**config.mk**
```make
export PLATFORM = sky130hd
export DESIGN_NAME = pix_init_gen
export DESIGN_NICKNAME = d
export VERILOG_FILES = /design/src/rtl/pix_init_gen.sv
export SDC_FILE = /design/constraint.sdc
export NUM_CORES = 1
export LEC_CHECK = 0
export ABC_CLOCK_PERIOD_IN_PS = 4440
export CAP_MARGIN = 5
export CORE_MARGIN = 2
export CORE_UTILIZATION = 63
export CTS_BUF_LIST = sky130_fd_sc_hd__clkbuf_8
export CTS_CLUSTER_DIAMETER = 100
export CTS_CLUSTER_SIZE = 20
export DETAILED_ROUTE_END_ITERATION = 8
export PLACE_DENSITY = 0.87
export RECOVER_POWER = 25
export SLEW_MARGIN = 10
export SYNTH_ARGS = -nofsm -noshare
export SYNTH_HDL_FRONTEND = slang
export SYNTH_SLANG_ARGS = --single-unit
```
**constraint.sdc**
```tcl
create_clock -name mclk -period 4.44 [get_ports mclk]
set_input_delay 1.11 -clock mclk [delete_from_list [all_inputs] [get_ports mclk]]
set_output_delay 1.11 -clock mclk [all_outputs]
set_load 0.1 [all_outputs]
```
**src/rtl/pix_init_gen.sv**
```systemverilog
// -----------------------------------------------------------------------------
// pix_init_gen
//   Startup-release generator for the bayer2rgb pixel path. It watches the
//   free-running pixel counter. On the first nonzero change it waits a
//   programmable number of mclk cycles, then raises rst_int, which is the
//   downstream "pipeline valid/release" signal.
//   The block also provides:
//     - enable gating,
//     - re-arming when the counter returns to zero,
//     - a stall watchdog that drops rst_int when the pixel stream stops.
//
// Ports
//   mclk       in   pixel clock
//   rst        in   asynchronous, active-high reset
//   en         in   block enable; low forces IDLE and clears counters/stall
//   pixcnt     in   pixel counter from the sensor timing block
//   delay_cfg  in   release delay, latched on entry to DELAY
//   rst_int    out  release: high while the downstream pipeline runs
//   done_pulse out  one-cycle pulse on the cycle rst_int first rises
//   stall      out  sticky stall flag (cleared by restart or !en)
//   state_o    out  current state: 0 IDLE, 1 DELAY, 2 RUN, 3 STALL
// -----------------------------------------------------------------------------
module pix_init_gen #(
   parameter int CNT_W       = 12,
   parameter int DLY_W       = 10,
   parameter int STALL_W     = 16,
   parameter int STALL_LIMIT = 4095,
   parameter int REARM_ZERO  = 1
) (
   input  logic             mclk,
   input  logic             rst,
   input  logic             en,
   input  logic [CNT_W-1:0] pixcnt,
   input  logic [DLY_W-1:0] delay_cfg,
   output logic             rst_int,
   output logic             done_pulse,
   output logic             stall,
   output logic [1:0]       state_o
);

   typedef enum logic [1:0] {
      S_IDLE  = 2'd0,
      S_DELAY = 2'd1,
      S_RUN   = 2'd2,
      S_STALL = 2'd3
   } state_t;

   localparam bit               STALL_EN = (STALL_LIMIT != 0);
   localparam bit               REARM_EN = (REARM_ZERO != 0);
   // Compare against LIMIT-1 on the current count, so the stall edge is the
   // STALL_LIMIT-th idle edge after RUN entry or after the last change.
   localparam logic [STALL_W-1:0] LIMIT_M1 = STALL_W'(STALL_LIMIT - 1);

   state_t             state, state_n;
   logic [CNT_W-1:0]   pixcnt_q;
   logic [DLY_W-1:0]   dly_cnt, dly_cnt_n;
   logic [DLY_W-1:0]   dly_lat, dly_lat_n;
   logic [STALL_W-1:0] idle_cnt, idle_cnt_n;
   logic               rst_int_n, done_n, stall_n;
   logic               pix_chg, pix_nz;

   // Idle counter saturates instead of wrapping.
   // This means a watchdog with a long limit can never false-fire after a wrap.
   function automatic logic [STALL_W-1:0] sat_inc(input logic [STALL_W-1:0] v);
      return (&v) ? v : v + 1'b1;
   endfunction

   assign pix_chg = (pixcnt != pixcnt_q);
   assign pix_nz  = (pixcnt != '0);
   assign state_o = state;

   always_ff @(posedge mclk or posedge rst) begin
      if (rst) begin
         state      <= S_IDLE;
         pixcnt_q   <= '0;
         dly_cnt    <= '0;
         dly_lat    <= '0;
         idle_cnt   <= '0;
         rst_int    <= 1'b0;
         done_pulse <= 1'b0;
         stall      <= 1'b0;
      end else begin
         state      <= state_n;
         pixcnt_q   <= pixcnt;
         dly_cnt    <= dly_cnt_n;
         dly_lat    <= dly_lat_n;
         idle_cnt   <= idle_cnt_n;
         rst_int    <= rst_int_n;
         done_pulse <= done_n;
         stall      <= stall_n;
      end
   end

   always_comb begin
      state_n    = state;
      dly_cnt_n  = dly_cnt;
      dly_lat_n  = dly_lat;
      idle_cnt_n = idle_cnt;
      rst_int_n  = 1'b0;
      done_n     = 1'b0;
      stall_n    = stall;

      if (!en) begin
         state_n    = S_IDLE;
         dly_cnt_n  = '0;
         dly_lat_n  = '0;
         idle_cnt_n = '0;
         stall_n    = 1'b0;
      end else begin
         case (state)
            S_IDLE: begin
               if (pix_chg && pix_nz) begin
                  state_n   = S_DELAY;
                  dly_cnt_n = '0;
                  dly_lat_n = delay_cfg;
               end
            end
            S_DELAY: begin
               // delay_cfg was latched on entry, so later changes to it are ignored here.
               if (dly_cnt == dly_lat) begin
                  state_n    = S_RUN;
                  rst_int_n  = 1'b1;
                  done_n     = 1'b1;
                  idle_cnt_n = '0;
               end else begin
                  dly_cnt_n = dly_cnt + 1'b1;
               end
            end
            S_RUN: begin
               rst_int_n  = 1'b1;
               idle_cnt_n = pix_chg ? '0 : sat_inc(idle_cnt);
               if (REARM_EN && pix_chg && !pix_nz) begin
                  state_n   = S_IDLE;
                  rst_int_n = 1'b0;
               end else if (STALL_EN && !pix_chg && idle_cnt == LIMIT_M1) begin
                  state_n   = S_STALL;
                  rst_int_n = 1'b0;
                  stall_n   = 1'b1;
               end
            end
            S_STALL: begin
               stall_n = 1'b1;
               if (pix_chg && pix_nz) begin
                  state_n   = S_DELAY;
                  dly_cnt_n = '0;
                  dly_lat_n = delay_cfg;
                  stall_n   = 1'b0;
               end
            end
            default: state_n = S_IDLE;
         endcase
      end
   end

endmodule
```
---- After elaboration in Yosys (flattened, before gate mapping) ----
Cells that the tools add are included.
operators by class
  shifts and indexed selects .............. 0
  add/sub/neg operators ................... 2
  bitwise logic cells ..................... 0
  $mul .................................... 0
  equal/unequal tests ..................... 18
  magnitude comparators ................... 0
  divide/modulo/power cells ............... 0
  multiplexer cells ....................... 30
  reduce and logical (&&, ||, !) cells .... 14
operator list
  kind                                                    number
  2-to-1 mux 16 bit                                       4
  2-to-1 mux 10 bit                                       6
  case mux 16 bit (2 select lines)                        1
  case mux 10 bit (2 select lines)                        1
  adder 16 x 1 -> 16 bit (second input constant)          1
  equality test 16 x 12 -> 1 bit (second input constant)  1
  AND reduction 16 bit                                    1
  inequality test 12 bit                                  1
  inequality test 3 bit (second input constant)           4
  AND reduction 3 bit                                     4
  nonzero test 12 bit                                     1
  adder 10 x 1 -> 10 bit (second input constant)          1
  equality test 10 bit                                    1
  2-to-1 mux 1 bit                                        10
  2-to-1 mux 2 bit                                        5
  inequality test 4 bit (second input constant)           2
  inequality test 3 x 1 -> 1 bit (second input constant)  2
  inequality test 3 x 2 -> 1 bit (second input constant)  2
  case mux 2 bit (3 select lines)                         1
  equality test 2 bit (second input constant)             2
  case mux 1 bit (2 select lines)                         2
  logical AND 1 bit                                       3
  equality test 2 x 1 -> 1 bit (second input constant)    1
  logical NOT 1 bit                                       2
  5 further kinds                                         5
storage, ports and cells
  flip-flop bits (word level) ............. 53
  bits in read-only memories .............. 0
  latch bits .............................. 0
  bits in writable memories ............... 0
  memories ................................ 0
  word-level logic and storage cells ...... 72

---- Logic depth before layout (Yosys ltp) ----
Gate-level depths: netlist of the first run.
  word-level depth ........................ 7
  depth in mapped cells ................... 9
  depth with buffers taken out ............ 8

---- Least setup slack after synthesis of the first run ----
Ideal clock, no wire load.
  path type ............................... input to register
  start ................................... input port pixcnt[11]
  end ..................................... register idle_cnt[11]
  setup time .............................. 104 ps
  path slack .............................. 1858 ps
  arrival time ............................ 2479 ps
  stages on the path ...................... 6
  cell sequence ........................... xor2_1 -> nor4_2 -> nand4_1 -> or2_1 -> buf_6 -> o41ai_2
on the way
  cells in the longest elaborated chain, start to end .. 4
  elaborated cells between the ends (all ways) .. 6
  classes of those cells .................. 2 x eq/ne; 3 x mux; 1 x reduce/logical
ends and longest elaborated chain
  item                              RTL line  RTL
  start, declared                   33        input logic [CNT_W-1:0] pixcnt,
  inequality test 12 bit *          68        assign pix_chg = (pixcnt != pixcnt_q);
  2-to-1 mux 16 bit                 131       idle_cnt_n = pix_chg ? '0 : sat_inc(idle_cnt);
  case mux 16 bit (2 select lines)  110       case (state)
  2-to-1 mux 16 bit                 103       if (!en) begin
  end signal, assigned              87        idle_cnt <= idle_cnt_n;
  end, declared                     58        logic [STALL_W-1:0] idle_cnt, idle_cnt_n;
Mark *: on every way between the ends. The rest lies on a longest branch, timed or not.
A chain may end at the register's enable or synchronous reset.

---- Worst setup path after layout of the first run ----
  start ................................... input port pixcnt[11]
  end ..................................... register idle_cnt[0]
Same word-level chain as after synthesis.

==> results of run 1 <==
-- kinds of logic after synthesis --
family,after synthesis,share of synthesized area [%]
flip-flops,53,45.6
adder cells (fa/ha/maj),6,2.58
AND/OR/NAND/NOR,100,18.7
XOR/XNOR,22,6.62
buffers and inverters,39,5.63
multiplexers,3,1.07
AO/OA/AOI/OAI,87,19.8
-- area by class of cell --
cell class / instances / area [µm²]
multi-input cells: 218 / 1420
flip-flops and latches: 53 / 1330
fillers: 323 / 1120
repair buffers: 33 / 320
inverters: 21 / 78.8
clock buffers: 5 / 68.8
well taps: 52 / 65.1
clock inverters: 3 / 13.8
-- registers in the layout, indices dropped and copies added (netlist names) --
register and flops:
rst_int 1, done_pulse 1, dly_cnt 10, state_o 2, pixcnt_q 12, dly_lat 10
stall 1, idle_cnt 16
-- where the power goes --
part	total [µW]	switching, µW	internal, µW
clock network	266	158	108
logic	401	267	134
registers	552	32.4	520
-- routing by layer --
| layer | track usage, % | up-vias | part of all wire [%] |
|---|---|---|---|
| met5 | 0 | - | 0 |
| met4 | 12.4 | 0 | 1.7 |
| met3 | 5.28 | 11 | 5.4 |
| met2 | 39.9 | 81 | 46 |
| met1 | 36.3 | 1211 | 47 |
| li1 | - | 1181 | - |
-- worst paths after layout --
path	start	cells after the start	slack (ns)	to
setup reg to reg	dly_cnt[1]	7	1.95	idle_cnt[0]
setup / recovery	pixcnt[11]	8	1.30	idle_cnt[0]
hold reg to reg	idle_cnt[7]	1	0.52	idle_cnt[7]
max in group asynchronous	rst	3	2.02	pixcnt_q[11]
min in group asynchronous	rst	2	1.50	state_o[0]
hold / removal	idle_cnt[7]	1	0.52	idle_cnt[7]
-- through the flow --
step           worst slack (ns)  std cells  hold WS (ns)  util (%)
2_1_floorplan              1.86        310         0.460         -
3_3_place_gp               1.19        377         0.495      72.7
3_5_place_dp               1.11        377         0.493      72.7
4_1_cts                    1.42        385         0.511      74.6
5_1_grt                    1.15        385         0.547      74.6
6_report                   1.30        385         0.517      74.6
-- cell usage after synthesis, drive strengths merged, types with 4 or more instances --
| cell | count | area, µm² |
|---|---|---|
| dfrtp | 53 | 1330 |
| o21ai | 33 | 165 |
| nand3 | 24 | 120 |
| xor2 | 22 | 193 |
| inv | 21 | 78.8 |
| nand2 | 19 | 71.3 |
| nor2 | 18 | 67.6 |
| nand4 | 14 | 87.6 |
| a31oi | 11 | 68.8 |
| buf | 9 | 50.0 |
| clkbuf | 9 | 35.0 |
| nor4 | 9 | 87.6 |
| a41oi | 7 | 61.3 |
| o31ai | 7 | 52.6 |
| a21oi | 6 | 30.0 |
| and3 | 6 | 37.5 |
| ha | 6 | 75.1 |
| o211ai | 6 | 45.0 |
| and4 | 4 | 35.0 |
==> flow_metrics.tcl, run 1 <==
set metrics [dict create \
    stdcell_area_mm2 0.00329 \
    io_buffer_count 29 \
    vias 2484 \
    maxCapViolCount 0 \
    cts_sinks 53 \
    netlist_instances 310 \
    run_status "finished, final reports clean" \
    worst-slew-pin-transition_ns 1.08 \
    number_of_buffers_inserted_for_hold_repair_after_clock_tree_synthesis 0 \
    num_rows 24 \
    ys.warnings.count 0 \
    crit_path_top_delay_cell "sky130_fd_sc_hd__dlygate4sd3_1" \
    cts_buffers 5 \
    worst-setup-path-type "in2reg" \
    crit_path_max_fanout 16 \
    clock.fmax_ghz 0.318 \
    min_period_ns 3.14 \
    worstSetupStartpointType "input port" \
    placed_cell_area_mm2 0.00321 \
    die_area_mm2 0.00518 \
    drt-wirelength-per-cell_um 16.2 \
    vdd_ir_drop_max_mv 0.195 \
    antenna_found_initial 0 \
    routed_via_density 6.45 \
    worst-endpoint-required_ns 4.67 \
    synthesis.area_mm2 0.00291 \
    chipHeight_um 72.0 \
    slew_viol_final 0 \
    cts_setup_buffers 0 \
    critPathTopFamily "simple AND/OR/NAND/NOR gates" \
    worst_setup_path_end_kind "flip-flop" \
    synthesis.nets 341 \
    synth_cell_types 42 \
    fin_setup_tns_ns 0 \
    skew_ns 0.00941 \
    cts.path.max_buffers 2 \
    drt-initial-drc-count 215 \
    most_used_cells_in_the_layout_excluding_fill_and_tap_cells "53 x sky130_fd_sc_hd__dfrtp_1, 31 x sky130_fd_sc_hd__o21ai_0, 24 x sky130_fd_sc_hd__nand3_1" \
    first_global_vias 2318 \
    areaGrowthSynthToFinish_pct 13.2 \
    unrepaired_setup_endpoints_after_global_routing "no" \
    antenna_cells 0 \
    post_cts_resize_count 0 \
    grt_overflow_total 0 \
    clk_root_buffer_cell "sky130_fd_sc_hd__clkbuf_8" \
    grt_pass1_wl_mm 10.7 \
    tritoncts "done" \
    synth_sequential_area_ratio_pct 45.6 \
    static-leakage-power_uw 0.00149 \
    power.total_uw 1220 \
    power_per_cell_area_mw_per_mm2 370 \
    place.gp.congestion 0.817 \
    number_of_h_tree_branching_levels 2 \
    postRouteAntennaNets 0 \
    start_util_pct 65.9 \
    fin_nets 363 \
    cp.arrival_ns 3.37 \
    max_stage_delay_ns 0.58 \
    dp.final_hpwl_mm 4.35 \
    synth_edf_count 0 \
    io_pins 30 \
    max-slew-margin-rel_pct 27.8 \
    synth.ff_latch_count 53 \
    first_pass_iters 5 \
    holdCritPathClass "reg2reg" \
    combined_buffer_and_inverter_count_along_the_critical_path 2 \
    placeableCoreArea_mm2 0.00441 \
    timing.final.setup_violations 0 \
    die-width_um 72.0 \
    post_route_cells_drive_above_1_share_pct 6.31 \
    report.final.hold_viol_count 0 \
    dominantRegCellSynth "sky130_fd_sc_hd__dfrtp_1" \
    global_route.usage.total_pct 26.2 \
    clk-insertion-delay-late_ns 0.31 \
    postSynth.asyncResetShare_pct 100 \
    syn_area_per_cell_um2 9.39 \
    critical_path.cell_chain "dlygate4sd3_1 -> xor2_1 -> nor4_2 -> nand4_1 -> buf_4 -> or2_1 -> nand2b_1 -> o21ai_0" \
    cts.reportedPaths.clkPinSlew_ns 0.09 \
    grt_start_max_net_pins 30 \
    layout_worst_path_cycle_share_pct 70.8 \
    layout.cells.most_common "sky130_fd_sc_hd__dfrtp_1" \
    drc 0 \
    finalWirelength_mm 6.23 \
]
(Power assumes the default switching activity.)
==> run 2, diff against run 1 <==
- ABC_CLOCK_PERIOD_IN_PS: 4440 -> 2900
- CORE_UTILIZATION: 63 -> 59
- PLACE_DENSITY: 0.87 -> 0.82
- clock period: 4.44 -> 2.9 ns (I/O delays scaled with it)
==> flow_metrics.tcl, run 2 (synthesis gave the netlist of run 1 again) <==
set metrics [dict create \
    antenna_cells 0 \
    vias 2472 \
    cts.reportedPaths.clkPinSlew_ns 0.10 \
    holdCritPathClass "reg2reg" \
    static-leakage-power_uw 0.00153 \
    combined_buffer_and_inverter_count_along_the_critical_path 1 \
    worst_hold_path.num_cells 1 \
    drc 0 \
    chipHeight_um 74.2 \
    post_route_cells_drive_above_1_share_pct 8.63 \
    worstSetupStartpointType "input port" \
    final.hold.worst_slack_ns 0.519 \
    finalWirelength_mm 6.18 \
    run_status "finished, final reports clean" \
    skew_ns 0.0130 \
    number_of_buffers_inserted_for_hold_repair_after_clock_tree_synthesis 0 \
    die_area_mm2 0.00551 \
    utilization_pct 70.5 \
    io_pins 30 \
    grt_pass1_wl_mm 10.7 \
    worst-endpoint-required_ns 3.12 \
    areaGrowthSynthToFinish_pct 15.1 \
    critPathTopFamily "simple AND/OR/NAND/NOR gates" \
    report.final.hold_viol_count 0 \
    postRouteAntennaNets 0 \
    fillerInstances 380 \
    maxCapViolCount 0 \
    hold_endpoint "idle_cnt[14]" \
    worst_setup_path_end_kind "flip-flop" \
    place.gp.congestion 0.820 \
    largest_register "idle_cnt" \
    grt_start_max_net_pins 24 \
    layout.cells.most_common "sky130_fd_sc_hd__dfrtp_1" \
    cts_setup_buffers 0 \
    unrepaired_setup_endpoints_after_global_routing "no" \
    worst-setup-path-type "in2reg" \
    slew_viol_final 0 \
    hold_start "idle_cnt[14]" \
    io_buffer_count 29 \
    cts.path.max_buffers 2 \
    r2r_start "dly_cnt[1]" \
    fin_setup_tns_ns 0 \
    min_period_ns 2.68 \
    clk-insertion-delay-late_ns 0.30 \
    clk_root_buffer_cell "sky130_fd_sc_hd__clkbuf_8" \
    crit_path_top_delay_cell "sky130_fd_sc_hd__dlygate4sd3_1" \
    cts_buffers 5 \
    num_rows 25 \
    power_per_cell_area_mw_per_mm2 586 \
    drt-wirelength-per-cell_um 15.3 \
    largest_reg_flops 16 \
    drt-initial-drc-count 175 \
    post_cts_resize_count 0 \
    antenna_found_initial 0 \
    fin_nets 366 \
    critical_path.cell_chain "dlygate4sd3_1 -> xor2_1 -> nor4_2 -> nand4_1 -> or2_1 -> nand2b_1 -> o21ai_0" \
    number_of_h_tree_branching_levels 2 \
    worst-slew-pin-transition_ns 0.745 \
    max_stage_delay_ns 0.60 \
    cp.arrival_ns 2.90 \
    placeableCoreArea_mm2 0.00475 \
    regToRegEndpoint "idle_cnt[0]" \
    vdd_ir_drop_max_mv 0.450 \
    most_used_cells_in_the_layout_excluding_fill_and_tap_cells "53 x sky130_fd_sc_hd__dfrtp_1, 31 x sky130_fd_sc_hd__o21ai_0, 24 x sky130_fd_sc_hd__nand3_1" \
    biggestRegsByFlops "idle_cnt x16, pixcnt_q x12" \
    start_util_pct 61.2 \
    number_of_cells_on_the_worst_reg_to_reg_path 6 \
    die-width_um 74.2 \
    timing.final.setup_violations 0 \
    grt_overflow_total 0 \
    global_route.usage.total_pct 25.1 \
    clock.fmax_ghz 0.373 \
    tritoncts "done" \
    max-slew-margin-rel_pct 50.3 \
    crit_path_max_fanout 11 \
    first_pass_iters 5 \
    dp.final_hpwl_mm 4.32 \
    cts_sinks 53 \
    layout_worst_path_cycle_share_pct 92.3 \
    reg2reg_setup_slack_ns 0.44 \
    routed_via_density 6.13 \
    first_global_vias 2338 \
    cp.depth 7 \
]
## run 2: changes by cell type in the layout (fill, tap and decap cells not counted)
cell                              before  now
sky130_fd_sc_hd__buf_4                 4   12
sky130_fd_sc_hd__bufinv_16             0    1
sky130_fd_sc_hd__clkdlybuf4s50_1      16   19
sky130_fd_sc_hd__clkinv_2              2    0
sky130_fd_sc_hd__clkinv_4              0    1
sky130_fd_sc_hd__dlygate4sd3_1        13    5
## run 2: area by class of cell
class,instances,area (µm²),area share (%)
timing repair buffer,36,330,9.86
clock inverter,3,42.5,1.27
inverter,21,78.8,2.35
multi-input combinational,218,1420,42.4
clock buffer,5,68.8,2.05
tap,67,83.8,2.50
sequential,53,1330,39.6
## run 2: metrics by stage
step	setup WS, ns	total power (µW)	std cells	area (µm²)
after global placement	0.107	1450	395	3240
after floorplan	0.432	1310	310	2910
final	0.223	1960	403	3350
after global routing	0.0539	2060	403	3350
after CTS	0.272	1960	403	3350
after detailed placement	0.0431	1470	395	3240
## run 2: power breakdown
part	internal [µW]	total, µW	switching [µW]
clock	256	493	238
combinational	206	627	421
sequential	796	844	47.7
total	1260	1960	707
## run 2: layer usage
metal	global-route usage, %	share of wire, %	vias to the layer above
met5	0	0	-
met4	7.34	0.86	0
met3	4.07	4.8	7
met2	39.1	47	69
met1	36.7	47	1207
li1	-	-	1189
## run 2: worst max path at each step
| stage | to | from | slack [ns] |
|---|---|---|---|
| floorplan | dly_lat[0] | state_o[0] | 0.43 |
| global placement | state_o[0] | pixcnt[11] | 0.11 |
| detailed placement | idle_cnt[0] | pixcnt[2] | 0.04 |
| CTS | idle_cnt[0] | pixcnt[4] | 0.27 |
| global route | idle_cnt[0] | pixcnt[0] | 0.05 |
| finish | idle_cnt[0] | pixcnt[0] | 0.22 |
